`src/rtl/mem_arb_pkg.sv`:
```
// Shared types and defaults for the instruction/data memory arbiter.
//   arb_state_t    : arbiter FSM states
//   MEM_LAT_DEF    : default memory read latency (cycles from m_en to m_rdata)
//   STARVE_LIM_DEF : default number of consecutive data grants allowed while a fetch waits
//   LAT_W/STARVE_W : counter widths sized for the legal parameter ranges (1..7, 1..15)
package mem_arb_pkg;

    typedef enum logic [1:0] {
        IDLE,
        BUSY_I,
        BUSY_D
    } arb_state_t;

    localparam int unsigned MEM_LAT_DEF    = 1;
    localparam int unsigned STARVE_LIM_DEF = 4;
    localparam int unsigned LAT_W          = 3;
    localparam int unsigned STARVE_W       = 4;

endpackage

```
`src/rtl/arb_pick.sv`:
```
// Combinational grant selector for the memory arbiter.
// Data requests win, unless the fetch port has already lost STARVE_LIM grants in a row.
//   i_req, d_req : pending requests
//   starve_cnt   : consecutive data grants made while i_req was waiting
//   gnt_i, gnt_d : one-hot (or zero) grant decision, only acted on in IDLE
module arb_pick
    import mem_arb_pkg::*;
#(
    parameter int unsigned STARVE_LIM = STARVE_LIM_DEF
) (
    input  logic                i_req,
    input  logic                d_req,
    input  logic [STARVE_W-1:0] starve_cnt,
    output logic                gnt_i,
    output logic                gnt_d
);

    logic starved;

    assign starved = i_req && (starve_cnt == STARVE_W'(STARVE_LIM));
    assign gnt_d   = d_req && !starved;
    assign gnt_i   = i_req && !gnt_d;

endmodule

```
`src/rtl/mem_arbiter.sv`:
```
// Arbitrates a single shared memory port between an instruction-fetch port and a
// MEM-stage load/store port. One access in flight at a time; the access is launched with
// a one-cycle m_en strobe and completed MEM_LAT cycles later with a one-cycle ack.
//   clk, reset                 : clock, synchronous active-high reset
//   i_req/i_addr               : fetch request (held until i_ack)
//   i_rdata/i_ack              : fetch data and completion pulse
//   d_req/d_we/d_addr/d_wdata  : load/store request (held until d_ack)
//   d_rdata/d_ack              : load data and completion pulse
//   m_en/m_we/m_addr/m_wdata   : memory access strobe and held command
//   m_rdata                    : memory read data, valid MEM_LAT cycles after m_en
//   stall_if/stall_mem         : pipeline stalls while a request is outstanding
module mem_arbiter
    import mem_arb_pkg::*;
#(
    parameter int unsigned ADDR_W     = 9,
    parameter int unsigned DATA_W     = 32,
    parameter int unsigned MEM_LAT    = MEM_LAT_DEF,
    parameter int unsigned STARVE_LIM = STARVE_LIM_DEF
) (
    input  logic              clk,
    input  logic              reset,
    input  logic              i_req,
    input  logic [ADDR_W-1:0] i_addr,
    output logic [DATA_W-1:0] i_rdata,
    output logic              i_ack,
    input  logic              d_req,
    input  logic              d_we,
    input  logic [ADDR_W-1:0] d_addr,
    input  logic [DATA_W-1:0] d_wdata,
    output logic [DATA_W-1:0] d_rdata,
    output logic              d_ack,
    output logic              m_en,
    output logic              m_we,
    output logic [ADDR_W-1:0] m_addr,
    output logic [DATA_W-1:0] m_wdata,
    input  logic [DATA_W-1:0] m_rdata,
    output logic              stall_if,
    output logic              stall_mem
);

    arb_state_t          state, state_next;
    logic [LAT_W-1:0]    lat_cnt, lat_next;
    logic [STARVE_W-1:0] starve_cnt, starve_next;
    logic                m_en_next, m_we_next, i_ack_next, d_ack_next;
    logic [ADDR_W-1:0]   m_addr_next;
    logic [DATA_W-1:0]   m_wdata_next, i_rdata_next, d_rdata_next;
    logic                gnt_i, gnt_d;

    arb_pick #(
        .STARVE_LIM(STARVE_LIM)
    ) u_pick (
        .i_req      (i_req),
        .d_req      (d_req),
        .starve_cnt (starve_cnt),
        .gnt_i      (gnt_i),
        .gnt_d      (gnt_d)
    );

    assign stall_if  = i_req & ~i_ack;
    assign stall_mem = d_req & ~d_ack;

    always_comb begin
        state_next   = state;
        lat_next     = lat_cnt;
        starve_next  = starve_cnt;
        m_en_next    = 1'b0;
        m_we_next    = m_we;
        m_addr_next  = m_addr;
        m_wdata_next = m_wdata;
        i_ack_next   = 1'b0;
        d_ack_next   = 1'b0;
        i_rdata_next = i_rdata;
        d_rdata_next = d_rdata;

        unique case (state)
            IDLE: begin
                if (gnt_d) begin
                    state_next   = BUSY_D;
                    m_en_next    = 1'b1;
                    m_we_next    = d_we;
                    m_addr_next  = d_addr;
                    m_wdata_next = d_wdata;
                    lat_next     = LAT_W'(MEM_LAT);
                    // Count only data grants that made a waiting fetch lose.
                    if (!i_req) begin
                        starve_next = '0;
                    end else if (starve_cnt != STARVE_W'(STARVE_LIM)) begin
                        starve_next = starve_cnt + STARVE_W'(1);
                    end
                end else if (gnt_i) begin
                    state_next  = BUSY_I;
                    m_en_next   = 1'b1;
                    m_we_next   = 1'b0;
                    m_addr_next = i_addr;
                    lat_next    = LAT_W'(MEM_LAT);
                    starve_next = '0;
                end
            end
            BUSY_I, BUSY_D: begin
                lat_next = lat_cnt - LAT_W'(1);
                // Counter is about to reach 0: m_rdata is valid now, complete the access.
                if (lat_cnt == LAT_W'(1)) begin
                    state_next = IDLE;
                    if (state == BUSY_I) begin
                        i_ack_next   = 1'b1;
                        i_rdata_next = m_rdata;
                    end else begin
                        d_ack_next = 1'b1;
                        if (!m_we) begin
                            d_rdata_next = m_rdata;
                        end
                    end
                end
            end
            default: state_next = IDLE;
        endcase
    end

    always_ff @(posedge clk) begin
        if (reset) begin
            state      <= IDLE;
            lat_cnt    <= '0;
            starve_cnt <= '0;
            m_en       <= 1'b0;
            m_we       <= 1'b0;
            m_addr     <= '0;
            m_wdata    <= '0;
            i_ack      <= 1'b0;
            d_ack      <= 1'b0;
            i_rdata    <= '0;
            d_rdata    <= '0;
        end else begin
            state      <= state_next;
            lat_cnt    <= lat_next;
            starve_cnt <= starve_next;
            m_en       <= m_en_next;
            m_we       <= m_we_next;
            m_addr     <= m_addr_next;
            m_wdata    <= m_wdata_next;
            i_ack      <= i_ack_next;
            d_ack      <= d_ack_next;
            i_rdata    <= i_rdata_next;
            d_rdata    <= d_rdata_next;
        end
    end

endmodule

```
`config.mk`:
```
export PLATFORM = sky130hd
export DESIGN_NAME = mem_arbiter
export DESIGN_NICKNAME = d
export VERILOG_FILES = /design/src/rtl/mem_arb_pkg.sv /design/src/rtl/arb_pick.sv /design/src/rtl/mem_arbiter.sv
export SDC_FILE = /design/constraint.sdc
export NUM_CORES = 1
export LEC_CHECK = 0
export ABC_AREA = 1
export BUFFER_PORTS_ARGS = -buffer_cell sky130_fd_sc_hd__buf_2
export CORE_MARGIN = 2
export CORE_UTILIZATION = 30
export DETAILED_ROUTE_END_ITERATION = 6
export PLACE_DENSITY = 0.63
export SKIP_LAST_GASP = 1
export SYNTH_ARGS = -nofsm -noshare
export SYNTH_HDL_FRONTEND = slang
export SYNTH_SLANG_ARGS = --single-unit
```
`constraint.sdc`:
```
create_clock -name clk -period 2.45 [get_ports clk]
set_input_delay 0.245 -clock clk [delete_from_list [all_inputs] [get_ports clk]]
set_output_delay 0.245 -clock clk [all_outputs]
set_load 0.02 [all_outputs]
```
==> impl_metrics.tcl, run 1 <==
set metrics [dict create \
    endpoint_kind "flip-flop" \
    drv_slew 0 \
    fp-row-count 45 \
    crit_fanout 33 \
    clock_path_buffers 2 \
    overflow 0 \
    worstPathArrival_ns 1.95 \
    cts_sinks 118 \
    initial_utilization_pct 30.9 \
    grt_start_max_net_pins 65 \
    fin_skew_ns 0.00651 \
    fmax_mhz 599 \
    drc 0 \
    cts_setup_buffers 0 \
    ff2ff_path_depth 6 \
    synth_edf_count 0 \
    cts_resized 0 \
    slew_headroom_pct 72.2 \
    synth_top_cell_by_area "dfxtp_1" \
    wire_per_inst_um 12.4 \
    die-area_mm2 0.0168 \
    clk_pin_slew_ns 0.06 \
    fp.dieH_um 130 \
    cap_violations 0 \
    syn_avg_cell_area_um2 7.83 \
    io_buffers 197 \
    grt_pass1_wl_um 19300 \
    ys_ff_latch 118 \
    critical_path_class "reg2reg" \
    antenna_found_initial 0 \
    power.leakage_nw 3.00 \
    h-tree-depth 4 \
    hold_viol 0 \
    fin_crit_ns 1.67 \
    seq_area_frac_synth_pct 49.9 \
    netlist_instances 605 \
    outcome "completed" \
    reg2reg_to "m_wdata[16]$_SDFFE_PP0P_" \
    vias 4522 \
    async_flop_share_pct 0 \
    gp_congestion 0.778 \
    drive_gt1_share_pct 31.0 \
    dieWidth_um 130 \
    io_pins 198 \
    cp-start-kind "flip-flop" \
    grt_use_total_pct 14.6 \
    wl_um 12500 \
    crit_required_ns 2.73 \
    grt_pass1_vias 3992 \
    first_pass_iters 4 \
    r2r_slack_ns 0.78 \
    regArea_mm2 0.00236 \
    layout-area-overhead-vs-synth_pct 37.3 \
    design_area_mm2 0.00650 \
    fill_cells 1601 \
    ys_top_cells_by_area "dfxtp_1, a21oi_1, o21ai_0" \
    cts_tree "yes" \
    cts_buffers 17 \
    setup.worst_path.end "m_wdata[16]$_SDFFE_PP0P_" \
    reg2reg_from "state[1]$_SDFFE_PP0P_" \
    yosys.area.top_type_share_pct 49.9 \
    synth_top_flop_cell "dfxtp_1" \
    multiInputGateArea_mm2 0.00177 \
    cts_hold_buf 0 \
    insertion_delay_ns 0.41 \
    nets 880 \
    ir_drop_mv 0.551 \
    dp_hpwl_um 8410 \
    netlist_top_cells_count "dfxtp_1, a21oi_1, inv_1" \
    ys_types 23 \
    finalCritPeriodShare_pct 68.2 \
    ys_warn_count 0 \
    power_density_mw_per_mm2 1130 \
    startpoint "state[1]$_SDFFE_PP0P_" \
    coreArea_mm2 0.0153 \
    syn_nets 699 \
    yosysMostFrequentCell "dfxtp_1" \
    place_area_mm2 0.00584 \
    drt_iter0_drc 245 \
    hold_path.class "in2reg" \
    whs_ns 0.0909 \
    n_antenna_cell 0 \
    rsz0062_at_grt "false" \
    ant_nets 0 \
    viasPerCell 4.48 \
    worst_pin_slew_ns 0.417 \
    cts_root_buffer "clkbuf_16" \
    setup_viol 0 \
    syn-cell-area_mm2 0.00474 \
    fin_tns_setup_ns 0 \
]
-- registers in the layout (all words and copies together) (netlist names) --
name	flops
starve_cnt	4
lat_cnt	3
m_we	1
m_en	1
i_rdata	32
i_ack	1
m_addr	9
d_rdata	32
d_ack	1
m_wdata	32
state	2
-- layout make-up --
type                       count  area share [%]
sequential                   118            36.3
multi-input combinational    349            27.2
inverter                      93            5.37
tap                          211            4.06
clock buffer                  19            6.81
clock inverter                13            3.37
timing repair buffer         207            16.9
-- cell usage in the layout, fill, tap and decap left out, types with 4 or more instances in the layout --
cell type and count:
inv_1 90, o21ai_0 79, inv_6 4, clkbuf_16 17
nand2_1 65, nand3_1 15, buf_4 7, nand4_1 34
nor2_1 28, bufinv_16 5, buf_2 197, dfxtp_1 118
a21oi_1 111, ha_1 7
-- per-stage QoR --
step	std cells	worst slack, ns	util (%)	power, mW
detailed placement	978	0.802	38.1	4.59
floorplan	605	1.02	-	3.96
finish	1010	0.780	42.5	7.32
global route	1010	0.578	42.5	7.76
global placement	978	0.808	38.1	4.58
CTS	1010	0.772	42.5	7.40
-- critical path: stages, from the launching register on --
cell     delay, ns
dfxtp_1       0.29
inv_1         0.12
ha_1          0.24
buf_4         0.27
nand3_4       0.35
nand2_1       0.18
a21oi_1       0.08
-- layer usage --
metal	track usage [%]	wire length [um]
met5	0	0
met2	22.6	5750
met4	6.89	303
met1	18.2	5700
met3	5.12	793
-- kinds of logic after synthesis --
group / count (synthesis) / share of synthesized area (%)
AO/OA/AOI/OAI: 190 / 20.1
adder cells (fa/ha/maj): 7 / 1.85
buffers and inverters: 138 / 12.8
flip-flops: 118 / 49.9
AND/OR/NAND/NOR: 152 / 15.4
-- how the worst min path moves through the flow --
stage / from / endpoint / cells past startpoint
2_1_floorplan: d_we / m_we$_SDFFE_PP0P_ / 2
3_3_place_gp: d_rdata[12]$_SDFFE_PP0P_ / d_rdata[12]$_SDFFE_PP0P_ / 2
3_5_place_dp: i_rdata[29]$_SDFFE_PP0P_ / i_rdata[29]$_SDFFE_PP0P_ / 2
4_1_cts: d_we / m_we$_SDFFE_PP0P_ / 3
5_1_grt: d_wdata[27] / m_wdata[27]$_SDFFE_PP0P_ / 3
6_report: d_we / m_we$_SDFFE_PP0P_ / 3
-- report_power, final --
| group | leakage, nW | internal, mW | switching, mW |
|---|---|---|---|
| logic | 1.72 | 0.684 | 1.35 |
| registers | 0.962 | 2.31 | 0.185 |
| clock network | 0.319 | 1.85 | 0.934 |
| total | 3.00 | 4.85 | 2.47 |
No activity file was read; power rests on OpenSTA's default activity.
==> run 2: changes to the inputs <==
--- a/config.mk
+++ b/config.mk
@@ -10,7 +10,7 @@
 export CORE_MARGIN = 2
 export CORE_UTILIZATION = 30
 export DETAILED_ROUTE_END_ITERATION = 6
-export PLACE_DENSITY = 0.63
+export PLACE_DENSITY = 0.65
 export SKIP_LAST_GASP = 1
 export SYNTH_ARGS = -nofsm -noshare
 export SYNTH_HDL_FRONTEND = slang
==> constraint.sdc (replaced) <==
create_clock -name clk -period 1.5 [get_ports clk]
set_input_delay 0.15 -clock clk [delete_from_list [all_inputs] [get_ports clk]]
set_output_delay 0.15 -clock clk [all_outputs]
set_load 0.02 [all_outputs]
==> impl_metrics.tcl, run 2 (synthesis results as in run 1) <==
set metrics [dict create \
    gp_congestion 0.778 \
    drive_gt1_share_pct 32.0 \
    place_area_mm2 0.00596 \
    critical_path_buf_inv_count 2 \
    final_common_cell "buf_2" \
    min_from "m_rdata[4]" \
    pre_cts_slack_ns -0.00398 \
    regArea_mm2 0.00236 \
    power_density_mw_per_mm2 1690 \
    drv_slew 0 \
    design_area_mm2 0.00694 \
    critical_path_class "reg2reg" \
    whs_ns 0.0190 \
    startpoint "state[1]$_SDFFE_PP0P_" \
    first_pass_iters 5 \
    grt_use_total_pct 15.0 \
    cp_cell_sequence "inv_1, ha_1, nor2_2, nand3_4, buf_12, o21ai_0, a21oi_1" \
    finalCritPeriodShare_pct 94.4 \
    setup_viol 0 \
    grt_start_max_net_pins 65 \
    cts_root_buffer "clkbuf_16" \
    cp-start-kind "flip-flop" \
    overflow 0 \
    wire_per_inst_um 13.2 \
    reg2reg_from "state[1]$_SDFFE_PP0P_" \
    h-tree-depth 4 \
    coreArea_mm2 0.0153 \
    final_cell_mix "buf_2, dfxtp_1, a21oi_1, inv_1, nand2_1" \
    vias 4729 \
    worst_pin_slew_ns 0.428 \
    grt_pass1_vias 4167 \
    ir_drop_mv 0.888 \
    antenna_found_initial 0 \
    fill_cells 1537 \
    crit_required_ns 1.80 \
    io_buffers 197 \
    fin_tns_setup_ns 0 \
    endpoint_kind "flip-flop" \
    cts_buffers 17 \
    cts_tree "yes" \
    largest_registers "d_rdata (32), i_rdata (32), m_wdata (32)" \
    grt_pass1_wl_um 19900 \
    dp_hpwl_um 8540 \
    layout-area-overhead-vs-synth_pct 46.4 \
    slew_headroom_pct 71.5 \
    fin_skew_ns 0.00801 \
    total_power_mw 11.8 \
    insertion_delay_ns 0.41 \
    wl_um 13800 \
    initial_utilization_pct 30.9 \
    fp.dieH_um 130 \
    nets 915 \
    crit_fanout 32 \
    clock_path_buffers 2 \
    cts_sinks 118 \
    crit_family "flip-flops" \
    fin_crit_ns 1.42 \
    drc 0 \
    fmax_mhz 706 \
    n_antenna_cell 0 \
    drt_iter0_drc 237 \
    io_pins 198 \
    outcome "completed" \
    clk_pin_slew_ns 0.06 \
    power.leakage_nw 3.18 \
    fp-row-count 45 \
    worstPathArrival_ns 1.71 \
    multiInputGateArea_mm2 0.00182 \
    viasPerCell 4.53 \
    cap_violations 0 \
    cpPeakStageDelay_ns 0.30 \
    cp_slowest_cell "dfxtp_1" \
    ant_nets 0 \
    finish.utilization_pct 45.3 \
    dieWidth_um 130 \
    rsz0062_at_grt "true" \
    setup_ws_ns 0.0834 \
    die-area_mm2 0.0168 \
    fin_cells 1045 \
    hold_viol 0 \
    hold_path.class "in2reg" \
    post-place-cells 984 \
]
run 2: per-layer routing:
metal / GRT usage (%) / routed length [um] / share of wire [%] / vias to the layer above
met1: 17.7 / 6010 / 44 / 2118
met4: 7.72 / 376 / 2.7 / 0
li1: - / - / - / 2427
met3: 5.00 / 843 / 6.1 / 28
met5: 0 / 0 / 0 / -
met2: 24.3 / 6570 / 48 / 156
run 2: path summary, 6_finish.rpt:
check,to,slack [ns],depth (start not counted)
max,d_rdata[17]$_SDFFE_PP0P_,0.08,7
min,i_rdata[4]$_SDFFE_PP0P_,0.02,3
max reg2reg,d_rdata[17]$_SDFFE_PP0P_,0.08,7
min reg2reg,i_rdata[6]$_SDFFE_PP0P_,0.44,2
run 2: report_power, final:
group | switching, mW | total (mW) | internal [mW]
sequential | 0.315 | 4.10 | 3.78
clock | 1.52 | 3.80 | 2.29
combinational | 2.39 | 3.85 | 1.46
run 2: area by class of cell:
cell class / instances / area share (%)
tap: 211 / 3.81
sequential: 118 / 34.1
inverter: 93 / 5.03
clock inverter: 14 / 1.84
clock buffer: 18 / 6.19
multi-input combinational: 349 / 26.2
timing repair buffer: 242 / 22.9
run 2: tightest hold or removal path, cell delays in order:
cell and delay (ns):
buf_2 0.09, o21ai_1 0.06, a21oi_1 0.10
run 2: timing repair:
item | 4_1_cts | 5_1_grt
hold endpoints to repair | 23 | 0
hold buffers | 23 | 0
pin swaps | 0 | 1
setup buffers | 0 | 1
cloned | 0 | 5
resized for setup | 2 | 44
setup endpoints to repair | 2 | 85
==> run 3: changes to the inputs <==
--- a/config.mk
+++ b/config.mk
@@ -9,6 +9,8 @@
 export BUFFER_PORTS_ARGS = -buffer_cell sky130_fd_sc_hd__buf_2
 export CORE_MARGIN = 2
 export CORE_UTILIZATION = 30
+export CTS_BUF_LIST = sky130_fd_sc_hd__clkbuf_2
+export CTS_CLUSTER_SIZE = 14
 export DETAILED_ROUTE_END_ITERATION = 6
 export PLACE_DENSITY = 0.65
 export SKIP_LAST_GASP = 1
==> impl_metrics.tcl, run 3 (synthesis results as in run 1) <==
set metrics [dict create \
    wl_um 15800 \
    worst_pin_slew_ns 0.440 \
    clock_path_buffers 2 \
    finish.utilization_pct 49.1 \
    rsz0062_at_grt "true" \
    fmax_mhz 667 \
    hold_end "m_wdata[12]$_SDFFE_PP0P_" \
    grt_use_total_pct 16.3 \
    fin_tns_setup_ns -0.000236 \
    gp_congestion 0.778 \
    drv_slew 0 \
    slew_headroom_pct 70.7 \
    whs_ns 0.254 \
    cp_slowest_cell "dfxtp_2" \
    largest_registers "d_rdata (32), i_rdata (32), m_wdata (32)" \
    cts_buffers 17 \
    ant_nets 0 \
    whs_path_depth 4 \
    drive_gt1_share_pct 37.2 \
    hold_viol 0 \
    grt_pass1_wl_um 21700 \
    ir_drop_mv 0.793 \
    vias 5160 \
    cpPeakStageDelay_ns 0.37 \
    crit_fanout 8 \
    reg2reg_from "lat_cnt[1]$_SDFFE_PP0P_" \
    nets 986 \
    reg2reg_to "d_rdata[1]$_SDFFE_PP0P_" \
    min_from "d_wdata[12]" \
    cp-start-kind "flip-flop" \
    dieWidth_um 130 \
    crit_required_ns 2.08 \
    critical_path_buf_inv_count 3 \
    regArea_mm2 0.00241 \
    fp-row-count 45 \
    h-tree-depth 4 \
    initial_utilization_pct 30.9 \
    critical_path_class "reg2reg" \
    setup_ws_ns -0.000236 \
    fill_cells 1459 \
    crit_family "flip-flops" \
    overflow 0 \
    final_cell_mix "buf_2, a21oi_1, inv_1, dlygate4sd3_1, dfxtp_1" \
    cp_cell_sequence "inv_2, ha_4, inv_4, nor2_4, nand3_4, clkbuf_16, o21ai_2, a21oi_2" \
    violations "setup timing" \
    power_density_mw_per_mm2 1390 \
    post-place-cells 984 \
    fin_cells 1117 \
    drt_iter0_drc 329 \
    drc 0 \
    design_area_mm2 0.00751 \
    setup_viol 1 \
    power.leakage_nw 3.41 \
    worstPathArrival_ns 2.08 \
    first_pass_iters 5 \
    fin_skew_ns 0.0346 \
    outcome "complete, but fails checks" \
    fp.dieH_um 130 \
    wire_per_inst_um 14.2 \
    cap_violations 0 \
    fin_crit_ns 1.50 \
    r2r_slack_ns -0.0002 \
    dp_hpwl_um 8540 \
    viasPerCell 4.62 \
    coreArea_mm2 0.0153 \
    cts_tree "yes" \
    io_pins 198 \
    clk_pin_slew_ns 0.20 \
    cts_sinks 118 \
    antenna_found_initial 1 \
    grt_start_max_net_pins 65 \
    finalCritPeriodShare_pct 100 \
    layout-area-overhead-vs-synth_pct 58.5 \
    hold_path.class "in2reg" \
    multiInputGateArea_mm2 0.00193 \
    ff2ff_path_depth 8 \
    endpoint_kind "flip-flop" \
    die-area_mm2 0.0168 \
    place_area_mm2 0.00596 \
    io_buffers 197 \
    grt_pass1_vias 4589 \
    insertion_delay_ns 0.68 \
    cts_root_buffer "clkbuf_2" \
    final_common_cell "buf_2" \
]
## run 3: power breakdown
| part | switching [mW] | internal, mW | leakage (nW) |
|---|---|---|---|
| combinational | 2.60 | 1.76 | 2.30 |
| clock | 1.31 | 0.620 | 0.139 |
| sequential | 0.330 | 3.81 | 0.977 |
| total | 4.24 | 6.19 | 3.41 |
## run 3: metal layers
layer  wire, um  vias to the layer above  GRT usage (%)
met2       7880                      207           27.6
li1           -                     2578              -
met3        859                       27           4.83
met4        359                        0           7.91
met5          0                        -              0
met1       6740                     2348           18.8
## run 3: tightest hold or removal path, cell delays in order
cell and delay [ns]:
dlygate4sd3_1 0.52, buf_2 0.12, nand4_1 0.07, a21oi_1 0.06
## run 3: cell type report
class                           instances  area share [%]
Inverter                               93            4.68
Multi-Input combinational cell        349            25.7
Antenna cell                            1          0.0333
Tap cell                              211            3.51
Timing Repair Buffer                  313            31.2
Sequential cell                       118            32.0
Clock inverter                         14            1.70
Clock buffer                           18            1.20
## run 3: how the worst max path moves through the flow
stage,cells past startpoint,slack (ns),to,startpoint
floorplan,7,0.07,d_rdata[23]$_SDFFE_PP0P_,state[0]$_SDFFE_PP0P_
global placement,6,0.04,d_rdata[22]$_SDFFE_PP0P_,state[0]$_SDFFE_PP0P_
detailed placement,6,-0.004,d_rdata[22]$_SDFFE_PP0P_,state[0]$_SDFFE_PP0P_
CTS,2,-0.001,stall_if,i_ack$_SDFF_PP0_
global route,8,-0.07,d_rdata[27]$_SDFFE_PP0P_,lat_cnt[1]$_SDFFE_PP0P_
finish,8,-0.0002,d_rdata[1]$_SDFFE_PP0P_,lat_cnt[1]$_SDFFE_PP0P_
## run 3: per-stage QoR
step / setup WS [ns] / power [mW]
after floorplan: 0.0686 / 6.47
after global placement: 0.0419 / 7.68
after detailed placement: -0.00398 / 7.71
after CTS: -0.00130 / 9.86
after global routing: -0.0677 / 11.1
final: -0.000236 / 10.4
## run 3: repair_timing
item | CTS | global route
setup endpoints to repair | 15 | 121
resized for setup | 6 | 126
endpoints found under the hold margin | 115 | 0
pin swaps | 1 | 8
gates cloned | 0 | 10
hold buffers | 87 | 0
buffers inserted | 0 | 3
